`src/rtl/hex_vertex_fetch_if.sv`:
```
// Bundles the start command, host read bus and pipeline vertex output of the vertex fetcher.
// Latency: none; wires only.
// Backpressure: host side uses mem_rd_gnt; the pipeline side has none.
interface hex_vertex_fetch_if #(
    parameter int COUNT_W = 16
);
    // command / status
    logic               start;
    logic [31:0]        vtx_base;
    logic [COUNT_W-1:0] vtx_count;
    logic               busy;
    logic               done;
    // host read interface, in-order returns
    logic               mem_rd_req;
    logic [31:0]        mem_rd_addr;
    logic               mem_rd_gnt;
    logic               mem_rd_valid;
    logic [31:0]        mem_rd_data;
    // pipeline vertex input
    logic               frame_start;
    logic               out_valid;
    logic [31:0]        out_x;
    logic [31:0]        out_y;
    logic [31:0]        out_z;

    // fetcher side
    modport master (
        input  start, vtx_base, vtx_count, mem_rd_gnt, mem_rd_valid, mem_rd_data,
        output busy, done, mem_rd_req, mem_rd_addr, frame_start, out_valid, out_x, out_y, out_z
    );

    // host / pipeline side
    modport slave (
        output start, vtx_base, vtx_count, mem_rd_gnt, mem_rd_valid, mem_rd_data,
        input  busy, done, mem_rd_req, mem_rd_addr, frame_start, out_valid, out_x, out_y, out_z
    );
endinterface

```
`src/rtl/hex_vertex_fetch.sv`:
```
// Generic synchronous FIFO used as the read-response buffer.
// Latency: a pushed word is visible on pop_dat the following cycle.
// Backpressure: none internally; the caller never pushes when full unless it also pops.
module hvf_fifo #(
    parameter int W     = 32,
    parameter int DEPTH = 8,
    localparam int AW   = $clog2(DEPTH)
) (
    input  logic          clk,
    input  logic          reset,
    input  logic          push,
    input  logic [W-1:0]  push_dat,
    input  logic          pop,
    output logic [W-1:0]  pop_dat,
    output logic [AW:0]   count,
    output logic          empty
);
    logic [W-1:0]  mem [DEPTH];
    logic [AW-1:0] wr_ptr;
    logic [AW-1:0] rd_ptr;

    // storage write; contents need no reset since count gates reads
    always_ff @(posedge clk) begin : store
        if (push) begin
            mem[wr_ptr] <= push_dat;
        end
    end

    // pointers and occupancy; simultaneous push and pop leave count unchanged
    always_ff @(posedge clk) begin : ptrs
        if (reset) begin
            wr_ptr <= '0;
            rd_ptr <= '0;
            count  <= '0;
        end else begin
            if (push) wr_ptr <= wr_ptr + 1'b1;
            if (pop)  rd_ptr <= rd_ptr + 1'b1;
            case ({push, pop})
                2'b10:   count <= count + 1'b1;
                2'b01:   count <= count - 1'b1;
                default: count <= count;
            endcase
        end
    end

    assign pop_dat = mem[rd_ptr];
    assign empty   = (count == '0);
endmodule

// Reads a packed x/y/z vertex buffer from host memory and emits vertices to the pipeline.
// Latency: first request the cycle after frame_start; out_valid one cycle after the z word pops.
// Backpressure: host grant stalls hold address; outstanding+buffered words never exceed FIFO_DEPTH.
module hex_vertex_fetch #(
    parameter int FIFO_DEPTH = 8,
    parameter int COUNT_W    = 16
) (
    input  logic                clk,
    input  logic                reset,
    hex_vertex_fetch_if.master  bus
);
    localparam int WC_W  = COUNT_W + 2;
    localparam int OCC_W = $clog2(FIFO_DEPTH) + 1;
    localparam logic [OCC_W:0] DEPTH_L = (OCC_W + 1)'(FIFO_DEPTH);

    typedef enum logic [2:0] {
        ST_IDLE,
        ST_FRAME,
        ST_FETCH,
        ST_DRAIN,
        ST_DONE
    } state_t;

    state_t            state_q, state_d;
    logic [31:0]       base_q, base_d;
    logic [WC_W-1:0]   total_q;
    logic [WC_W-1:0]   total_in;
    logic [WC_W-1:0]   issued_q, issued_d, issued_inc;
    logic [OCC_W-1:0]  outst_q, outst_d;
    logic [OCC_W-1:0]  occ_d;
    logic              req_q, req_d;
    logic [31:0]       addr_q, addr_d;

    logic              gnt_fire;
    logic              rsp_fire;
    logic              pop;
    logic [31:0]       fifo_dat;
    logic [OCC_W-1:0]  fifo_count;
    logic              fifo_empty;

    logic [1:0]        slot_q;
    logic [31:0]       x_stage_q, y_stage_q;
    logic [31:0]       out_x_q, out_y_q, out_z_q;
    logic              out_valid_q;

    // 3*count without truncation: count + 2*count at full width
    assign total_in   = {2'b00, bus.vtx_count} + {1'b0, bus.vtx_count, 1'b0};
    assign issued_inc = issued_q + 1'b1;
    assign gnt_fire   = req_q && bus.mem_rd_gnt;
    // returns are only meaningful once a fetch is under way
    assign rsp_fire   = bus.mem_rd_valid &&
                        ((state_q == ST_FETCH) || (state_q == ST_DRAIN) || (state_q == ST_DONE));
    assign pop        = (state_q != ST_IDLE) && !fifo_empty;

    hvf_fifo #(
        .W     (32),
        .DEPTH (FIFO_DEPTH)
    ) u_rsp_fifo (
        .clk      (clk),
        .reset    (reset),
        .push     (rsp_fire),
        .push_dat (bus.mem_rd_data),
        .pop      (pop),
        .pop_dat  (fifo_dat),
        .count    (fifo_count),
        .empty    (fifo_empty)
    );

    // frame sequencing: idle -> frame -> fetch -> drain -> done
    always_comb begin : fsm_next
        state_d = state_q;
        case (state_q)
            ST_IDLE:  if (bus.start) state_d = ST_FRAME;
            ST_FRAME: state_d = (total_q != '0) ? ST_FETCH : ST_DONE;
            ST_FETCH: if (gnt_fire && (issued_inc == total_q)) state_d = ST_DRAIN;
            ST_DRAIN: if (out_valid_q && (outst_q == '0) && fifo_empty && (slot_q == 2'd0))
                          state_d = ST_DONE;
            ST_DONE:  state_d = ST_IDLE;
            default:  state_d = ST_IDLE;
        endcase
    end

    // next request/credit state, evaluated on next-cycle counts so the registered req never overruns the FIFO
    always_comb begin : credit_next
        issued_d = issued_q;
        if (state_q == ST_IDLE) begin
            issued_d = '0;
        end else if (gnt_fire) begin
            issued_d = issued_inc;
        end

        outst_d = outst_q;
        if (gnt_fire && !rsp_fire) begin
            outst_d = outst_q + 1'b1;
        end else if (!gnt_fire && rsp_fire) begin
            outst_d = outst_q - 1'b1;
        end

        occ_d = fifo_count;
        if (rsp_fire && !pop) begin
            occ_d = fifo_count + 1'b1;
        end else if (!rsp_fire && pop) begin
            occ_d = fifo_count - 1'b1;
        end

        base_d = ((state_q == ST_IDLE) && bus.start) ? bus.vtx_base : base_q;
        req_d  = (state_d == ST_FETCH) && (issued_d < total_q) &&
                 (({1'b0, outst_d} + {1'b0, occ_d}) < DEPTH_L);
        // byte address wraps naturally at 32 bits
        addr_d = base_d + (32'(issued_d) << 2);
    end

    // control and request registers
    always_ff @(posedge clk) begin : ctrl_regs
        if (reset) begin
            state_q  <= ST_IDLE;
            base_q   <= '0;
            total_q  <= '0;
            issued_q <= '0;
            outst_q  <= '0;
            req_q    <= 1'b0;
            addr_q   <= '0;
        end else begin
            state_q  <= state_d;
            base_q   <= base_d;
            issued_q <= issued_d;
            outst_q  <= outst_d;
            req_q    <= req_d;
            addr_q   <= addr_d;
            if ((state_q == ST_IDLE) && bus.start) begin
                total_q <= total_in;
            end
        end
    end

    // vertex assembly: one word per cycle into x, y, then z; z completes the vertex
    always_ff @(posedge clk) begin : assemble
        if (reset) begin
            slot_q      <= 2'd0;
            x_stage_q   <= '0;
            y_stage_q   <= '0;
            out_x_q     <= '0;
            out_y_q     <= '0;
            out_z_q     <= '0;
            out_valid_q <= 1'b0;
        end else begin
            out_valid_q <= pop && (slot_q == 2'd2);
            if (pop) begin
                case (slot_q)
                    2'd0: begin
                        x_stage_q <= fifo_dat;
                        slot_q    <= 2'd1;
                    end
                    2'd1: begin
                        y_stage_q <= fifo_dat;
                        slot_q    <= 2'd2;
                    end
                    2'd2: begin
                        out_x_q <= x_stage_q;
                        out_y_q <= y_stage_q;
                        out_z_q <= fifo_dat;
                        slot_q  <= 2'd0;
                    end
                    default: slot_q <= 2'd0;
                endcase
            end
        end
    end

    assign bus.busy        = (state_q != ST_IDLE);
    assign bus.done        = (state_q == ST_DONE);
    assign bus.frame_start = (state_q == ST_FRAME);
    assign bus.mem_rd_req  = req_q;
    assign bus.mem_rd_addr = addr_q;
    assign bus.out_valid   = out_valid_q;
    assign bus.out_x       = out_x_q;
    assign bus.out_y       = out_y_q;
    assign bus.out_z       = out_z_q;
endmodule

```
`src/flat_wrapper.sv`:
```
// flat-port wrapper written by rule: the top's interface ports become plain ports
module hex_vertex_fetch_flat 
#(
    parameter int FIFO_DEPTH = 8,
    parameter int COUNT_W    = 16
)
  (clk, reset, bus_start, bus_vtx_base, bus_vtx_count, bus_mem_rd_gnt, bus_mem_rd_valid, bus_mem_rd_data, bus_busy, bus_done, bus_mem_rd_req, bus_mem_rd_addr, bus_frame_start, bus_out_valid, bus_out_x, bus_out_y, bus_out_z);
  hex_vertex_fetch_if #(.COUNT_W(COUNT_W)) bus_i ();
  input  logic clk;
  input  logic reset;
  input wire logic [$bits(bus_i.start)-1:0] bus_start;
  input wire logic [$bits(bus_i.vtx_base)-1:0] bus_vtx_base;
  input wire logic [$bits(bus_i.vtx_count)-1:0] bus_vtx_count;
  input wire logic [$bits(bus_i.mem_rd_gnt)-1:0] bus_mem_rd_gnt;
  input wire logic [$bits(bus_i.mem_rd_valid)-1:0] bus_mem_rd_valid;
  input wire logic [$bits(bus_i.mem_rd_data)-1:0] bus_mem_rd_data;
  output wire logic [$bits(bus_i.busy)-1:0] bus_busy;
  output wire logic [$bits(bus_i.done)-1:0] bus_done;
  output wire logic [$bits(bus_i.mem_rd_req)-1:0] bus_mem_rd_req;
  output wire logic [$bits(bus_i.mem_rd_addr)-1:0] bus_mem_rd_addr;
  output wire logic [$bits(bus_i.frame_start)-1:0] bus_frame_start;
  output wire logic [$bits(bus_i.out_valid)-1:0] bus_out_valid;
  output wire logic [$bits(bus_i.out_x)-1:0] bus_out_x;
  output wire logic [$bits(bus_i.out_y)-1:0] bus_out_y;
  output wire logic [$bits(bus_i.out_z)-1:0] bus_out_z;
  assign bus_i.start = bus_start;
  assign bus_i.vtx_base = bus_vtx_base;
  assign bus_i.vtx_count = bus_vtx_count;
  assign bus_i.mem_rd_gnt = bus_mem_rd_gnt;
  assign bus_i.mem_rd_valid = bus_mem_rd_valid;
  assign bus_i.mem_rd_data = bus_mem_rd_data;
  assign bus_busy = bus_i.busy;
  assign bus_done = bus_i.done;
  assign bus_mem_rd_req = bus_i.mem_rd_req;
  assign bus_mem_rd_addr = bus_i.mem_rd_addr;
  assign bus_frame_start = bus_i.frame_start;
  assign bus_out_valid = bus_i.out_valid;
  assign bus_out_x = bus_i.out_x;
  assign bus_out_y = bus_i.out_y;
  assign bus_out_z = bus_i.out_z;
  hex_vertex_fetch #(.FIFO_DEPTH(FIFO_DEPTH), .COUNT_W(COUNT_W)) u_core (.clk(clk), .reset(reset), .bus(bus_i));
endmodule
```
`config.mk`:
```
export PLATFORM = sky130hd
export DESIGN_NAME = hex_vertex_fetch_flat
export DESIGN_NICKNAME = d
export VERILOG_FILES = /design/src/rtl/hex_vertex_fetch_if.sv /design/src/rtl/hex_vertex_fetch.sv /design/src/flat_wrapper.sv
export SDC_FILE = /design/constraint.sdc
export NUM_CORES = 1
export LEC_CHECK = 0
export CAP_MARGIN = 20
export CORE_MARGIN = 2
export CORE_UTILIZATION = 45
export CTS_CLUSTER_DIAMETER = 100
export DETAILED_ROUTE_END_ITERATION = 8
export PLACE_DENSITY = 0.65
export SLEW_MARGIN = 20
export SYNTH_ARGS = -nofsm -noshare
export SYNTH_HDL_FRONTEND = slang
export SYNTH_HIERARCHICAL = 1
export SYNTH_SLANG_ARGS = --single-unit
```
`constraint.sdc`:
```
create_clock -name clk -period 5.7 [get_ports clk]
set_input_delay 1.14 -clock clk [delete_from_list [all_inputs] [get_ports clk]]
set_output_delay 1.14 -clock clk [all_outputs]
set_load 0.01 [all_outputs]
```
==> results of run 1 <==
state kept, by name, summed over array words and instances, names as in the netlist, 3 cells and up, named ones only:
signal and flops:
u_core/u_rsp_fifo/mem 256, u_core/base_q 32, u_core/bus.out_x 32, u_core/bus.out_y 32, u_core/bus.out_z 32, u_core/x_stage_q 32, u_core/y_stage_q 32, u_core/bus.mem_rd_addr 30
u_core/issued_q 18, u_core/total_q 18, u_core/outst_q 4, u_core/u_rsp_fifo/count 4, u_core/state_q 3, u_core/u_rsp_fifo/rd_ptr 3, u_core/u_rsp_fifo/wr_ptr 3
stage by stage:
step / utilization / setup WS, ps / hold slack, ps
3_3_place_gp: 0.509 / 916 / 436
6_report: 0.548 / 1490 / 445
4_1_cts: 0.548 / 1580 / 445
5_1_grt: 0.548 / 1250 / 461
3_5_place_dp: 0.509 / 922 / 444
2_1_floorplan: - / 1450 / 432
placed cells by master (no fill, tap or decap), types with 34 or more instances in the layout:
cell type        count
a21oi_1            225
clkbuf_16           56
clkdlybuf4s50_1    216
dfxtp_1            280
edfxtp_1           256
ha_1                66
inv_1               40
mux2_2              34
mux4_1              40
nand2_1            443
nor2_1             117
nor3_1              34
xnor2_1             56
power by group through the flow:
stage	Sequential (uW)	Combinational [uW]	Clock, uW
2_1_floorplan	4270	534	0
3_3_place_gp	4290	787	0
3_5_place_dp	4290	803	0
4_1_cts	4210	810	3790
5_1_grt	4220	889	3940
6_report	4210	808	3710
kinds of logic (layout without fill, tap and decap cells):
family	Yosys count	count (layout)	share of synthesized area
mux	118	118	0.0960
compound gates	329	329	0.0805
buf+inv	153	380	0.0297
other cells	0	1	0
simple gates	725	725	0.136
xor+xnor	88	88	0.0338
flops	538	538	0.585
fa+ha+maj	68	68	0.0380
metal layers:
layer / part of all wire / GRT usage / vias to the layer above / wire (um)
met2: 0.47 / 0.347 / 486 / 26800
li1: - / - / 7534 / -
met4: 0.021 / 0.0564 / 8 / 1210
met3: 0.069 / 0.0541 / 78 / 3980
met5: 0.00099 / 0 / - / 57
met1: 0.44 / 0.292 / 7734 / 25400
area by class of cell:
| cell class | count | area, um2 |
|---|---|---|
| diodes | 1 | 2.50 |
| clock buffers | 75 | 1600 |
| clock inverters | 25 | 313 |
| fillers | 4293 | 22600 |
| inverters | 42 | 158 |
| multi-input cells | 1328 | 8810 |
| flip-flops and latches | 538 | 13300 |
| well taps | 672 | 841 |
| repair buffers | 238 | 2360 |
tightest hold or removal path, stage by stage, from the launching register on:
cell and delay (ps):
dfxtp_1 310, nand2_1 50, a21oi_1 50
worst max path at each step:
| stage | start | to | slack (ps) | cells after the start |
|---|---|---|---|---|
| after floorplan | bus_mem_rd_valid | u_core/u_rsp_fifo/mem[0][0] | 1450 | 4 |
| after global placement | bus_mem_rd_gnt | u_core/bus.mem_rd_addr[26] | 920 | 14 |
| after detailed placement | bus_start | u_core/bus.mem_rd_addr[31] | 920 | 12 |
| after CTS | bus_mem_rd_gnt | u_core/bus.mem_rd_addr[26] | 1580 | 14 |
| after global routing | bus_mem_rd_gnt | u_core/bus.mem_rd_addr[31] | 1250 | 14 |
| final | bus_start | u_core/bus.mem_rd_addr[31] | 1490 | 12 |
==> results.txt, run 1 <==
Syn Inst Count: 2019
Hold WC Path Type: reg -> reg
syn_nets: 2172
Worst Path Max Fanout: 42
Peak VDD IR: 0.237 mV
die span in x: 229 um
cells on worst reg2reg path: 15
total setup buffers inserted after CTS: 0
Clock Skews: 28.6 ps
GRT Residual Overflow: 0
min cycle time layout: 4210 ps
clock insertion delay at the later pin of the skew report: 630 ps
reg2reg start: u_core/issued_q[0]
Pwr Density: 318 mW/mm2
Min-Delay Endpoint: u_core/bus.out_x[3]
maximum root-to-sink buffer count: 3
CTS resizes: 0
clk slew on worst S/H paths: 60 ps
maximum clock rate: 0.238 GHz
HP Start: u_core/x_stage_q[3]
critical path buffer and inverter count: 1
DR iter-0 viols: 1251
crit path DAT: 4680 ps
layout cells sized above 1: 0.0864
YS warnings: 6
crit path launch type: input port
Initial Util: 0.455
final-report max-slew violation count: 0
period utilization: 0.738
syn avg cell area: 11.3 um2
Vias: 15.8k
first-pass GRT wire length: 88.6 mm
GRT Util Overall: 0.216
unique cell type count in the Yosys netlist: 67
slowest stage delay, CP: 740 ps
Nets: 2355
wirelength, routed: 57.4 mm
NetSw: 2050 uW
RSZ-0062 raised after global routing: no
P_leak: 0.00937 uW
top-count cell post-synth: nand2_1
# DRC: 0
num rows: 82
Synth top area share: 0.338
port bufs: 217
total power: 8730 uW
worst setup path category: in -> reg
GP Congestion: 0.920
CTS Hold Bufs: 0
vias in the first global route: 15.7k
Max-Cap Viols: 0
Hold Vio Cnt, Final: 0
root buf cell: clkbuf_16
Worst path top cell family by delay: simple AND/OR/NAND/NOR gates
Yosys top cell by area: edfxtp_1
Hold Path Stages: 2
I/O pins: 218
Final TNS setup: 0 ps
Final Cell Area: 0.0274 mm2
Seq cells post-synth: 538
RR Endpoint: u_core/bus.mem_rd_addr[31]
clock tree sinks: 538
Combinational Power Share: 0.093
Die Span Y: 229 um
largest cells by area after synthesis: edfxtp_1 (34%), dfxtp_1 (25%), nand2_1 (7.3%), a21oi_1 (4.9%), mux4_1 (4.6%)
Synth top cells by count: nand2_1 (443), dfxtp_1 (282), edfxtp_1 (256)
placed cell count: 2818
Internal: 6690 uW
Setup-failing EPs final: 0
largest net degree at the start of global routing: 175
status: finished, final reports clean
Placed Instance Area: 0.0255 mm2
Slew HR: 0.302
die area: 0.0524 mm2
DRT Pass-1 Iters: 6
DP HPWL: 37.4 mm
asr flop ratio synth: 0
DR WL/cell: 19.7 um
Routed Antenna Nets: 0
CP Cell Sequence: clkdlybuf4s50_1 -> or4b_4 -> nand2_1 -> nand2_1 -> ha_1 -> nor3_1 -> nor3_1 -> o22ai_1 -> o211ai_1 -> and4bb_1 -> xor2_1 -> nor2_1
WP data required: 6180 ps
post-synthesis sequential area ratio: 0.585
Worst Max-Slew Pin Slew: 1050 ps
CTS buffer count: 54
drt via density: 5.43
Flop pwr share: 0.482
htree depth: 2
CTS tree: yes
worst reg2reg setup slack: 1810 ps
Post-Layout Cell Count: 2919
area delta synth->final: 20.4%
initial antenna violation count: 5
Critical-path top delay cell: or4b_4
post-synth design cell area: 0.0228 mm2
CORE AREA: 0.0501 mm2
Clk pwr share: 0.425
Post-synth EDFFs: 256
Top FF cell, synth: dfxtp_1
Worst Setup End Kind: flop
sw frac: 0.234
Power figures use the tool's default switching activity.
==> inputs of run 2 (changes only) <==
==> constraint.sdc (replaced) <==
create_clock -name clk -period 4.25 [get_ports clk]
set_input_delay 0.85 -clock clk [delete_from_list [all_inputs] [get_ports clk]]
set_output_delay 0.85 -clock clk [all_outputs]
set_load 0.01 [all_outputs]
==> run 2 against run 1 <==
Effect of this change:
- die area is the same
- register-to-register slack lost 1400 ps
- design area grew 0.43%
- first-iteration DRC count grew 24%
- count of clock-buffer cells in the layout grew 3
- cell count grew 0.79%
- clock skew grew 3.1 ps
- global-route usage grew 0.17 points
- sequential power grew 34%
- non-clock buffer count grew 21
- critical endpoint is now u_core/bus.mem_rd_addr[26]
- largest cell class unchanged
==> results.txt, run 2 (same netlist as run 1, synthesis figures left out) <==
area delta synth->final: 21.0%
drt via density: 5.40 (-0.44%)
root buf cell: clkbuf_16
Nets: 2377 (+0.93%)
Initial Util: 0.455 (unchanged)
P_leak: 0.00946 uW (+0.91%)
Fillers: 4275 (-0.42%)
period utilization: 0.909
GRT Util Overall: 0.217 (+0.00171)
Slew HR: 0.410 (+0.108)
Final TNS setup: 0 ps (unchanged)
WP data required: 4720 ps (-1460 ps)
CTS resizes: 0 (unchanged)
most common cell after layout, fill and taps aside: nand2_1
clock tree sinks: 538 (unchanged)
crit path launch type: flop
DP HPWL: 38.0 mm (+1.6%)
die area: 0.0524 mm2 (unchanged)
Setup-failing EPs final: 0 (unchanged)
Pwr Density: 423 mW/mm2 (+33%)
final-report max-slew violation count: 0 (unchanged)
maximum root-to-sink buffer count: 3 (unchanged)
total setup buffers inserted after CTS: 0 (unchanged)
Worst Setup End Kind: flop
CTS buffer count: 55 (+1.9%)
GP Congestion: 0.961 (+4.5%)
Max-Cap Viols: 0 (unchanged)
vias in the first global route: 15.5k (-0.92%)
Vias: 15.9k (+0.34%)
Peak VDD IR: 0.385 mV (+62%)
Largest register FFs: 256 (unchanged)
clk slew on worst S/H paths: 60 ps (about the same)
total power: 11700 uW (+33%)
# diodes: 0 (-1)
Hold Vio Cnt, Final: 0 (unchanged)
layout cells sized above 1: 0.0938 (+0.00746)
Worst Path Max Fanout: 7 (-83%)
DR iter-0 viols: 1545 (+24%)
Hold WC Path Type: reg -> reg
DRT Pass-1 Iters: 5 (-1)
crit path DAT: 4340 ps (-340 ps)
CORE AREA: 0.0501 mm2 (unchanged)
GRT Residual Overflow: 0 (unchanged)
DR WL/cell: 19.5 um (-0.83%)
port bufs: 217 (unchanged)
min cycle time layout: 3860 ps
Reg area: 0.0133 mm2 (unchanged)
status: finished, final reports clean
I/O pins: 218 (unchanged)
RSZ-0062 raised after global routing: no
Worst Max-Slew Pin Slew: 885 ps (-160 ps)
CTS tree: yes
wirelength, routed: 57.4 mm (about the same)
htree depth: 2 (unchanged)
die span in x: 229 um (unchanged)
CTS Hold Bufs: 0 (unchanged)
most frequent cells in the layout: nand2_1 (443), dfxtp_1 (280), edfxtp_1 (256)
Clock Skews: 31.7 ps (+3.08 ps)
register with the most flip-flops: u_core/u_rsp_fifo/mem
initial antenna violation count: 3 (-2)
worst setup path category: reg -> reg
Routed Antenna Nets: 0 (unchanged)
# DRC: 0 (unchanged)
first-pass GRT wire length: 89.5 mm (+1.0%)
num rows: 82 (unchanged)
Die Span Y: 229 um (unchanged)
area of the multi-input gates: 0.00881 mm2 (about the same)
clock insertion delay at the later pin of the skew report: 630 ps (about the same)
largest net degree at the start of global routing: 166 (-5.1%)
maximum clock rate: 0.259 GHz
## run 2: per-layer routing
layer / up-vias / wire length, um / track usage
met3: 80 / 3680 / 0.0410
met5: - / 40 / 0
met1: 7758 / 26300 / 0.310
li1: 7578 / - / -
met2: 472 / 26200 / 0.340
met4: 6 / 1180 / 0.0611
## run 2: worst paths after layout
check / to / slack [ps] / cells after the start / from
setup / recovery: u_core/bus.mem_rd_addr[26] / 390 / 14 / u_core/issued_q[4]
hold / removal: u_core/bus.out_x[1] / 440 / 2 / u_core/x_stage_q[1]
setup reg to reg: u_core/bus.mem_rd_addr[26] / 390 / 14 / u_core/issued_q[4]
hold reg to reg: u_core/bus.out_x[1] / 440 / 2 / u_core/x_stage_q[1]
## run 2: cell type report
cell class	count	area share
Clock buffer	78	0.0575
Clock inverter	25	0.0104
Inverter	42	0.00572
Multi-Input combinational cell	1328	0.320
Sequential cell	538	0.484
Tap cell	672	0.0305
Timing Repair Buffer	259	0.0918
## run 2: report_power, final
part	internal [uW]	leakage, uW	switching, uW
Clock	2860	0.000926	2040
Sequential	5550	0.00459	108
Combinational	491	0.00394	615
## run 2: critical path: stages, from the launching register on
cell	delay, ps
dfxtp_1	440
nand4_1	340
nor2_1	520
nand2_1	240
nor2_1	160
xnor2_1	150
nor2_1	120
ha_1	330
nand3_1	140
nor4_1	290
o21ai_1	140
a21oi_1	450
o211ai_1	170
xnor2_1	170
nor2_1	60
## run 2: per-stage QoR
| stage | area, um2 | hold slack (ps) | cells | setup WS (ps) | utilization |
|---|---|---|---|---|---|
| floorplan | 22800 | 432 | 2019 | 180 | - |
| global placement | 25700 | 437 | 2839 | 151 | 0.513 |
| detailed placement | 25700 | 441 | 2839 | 99.9 | 0.513 |
| CTS | 27500 | 445 | 2942 | 442 | 0.550 |
| global route | 27500 | 458 | 2942 | 79.7 | 0.550 |
| finish | 27500 | 444 | 2942 | 387 | 0.550 |
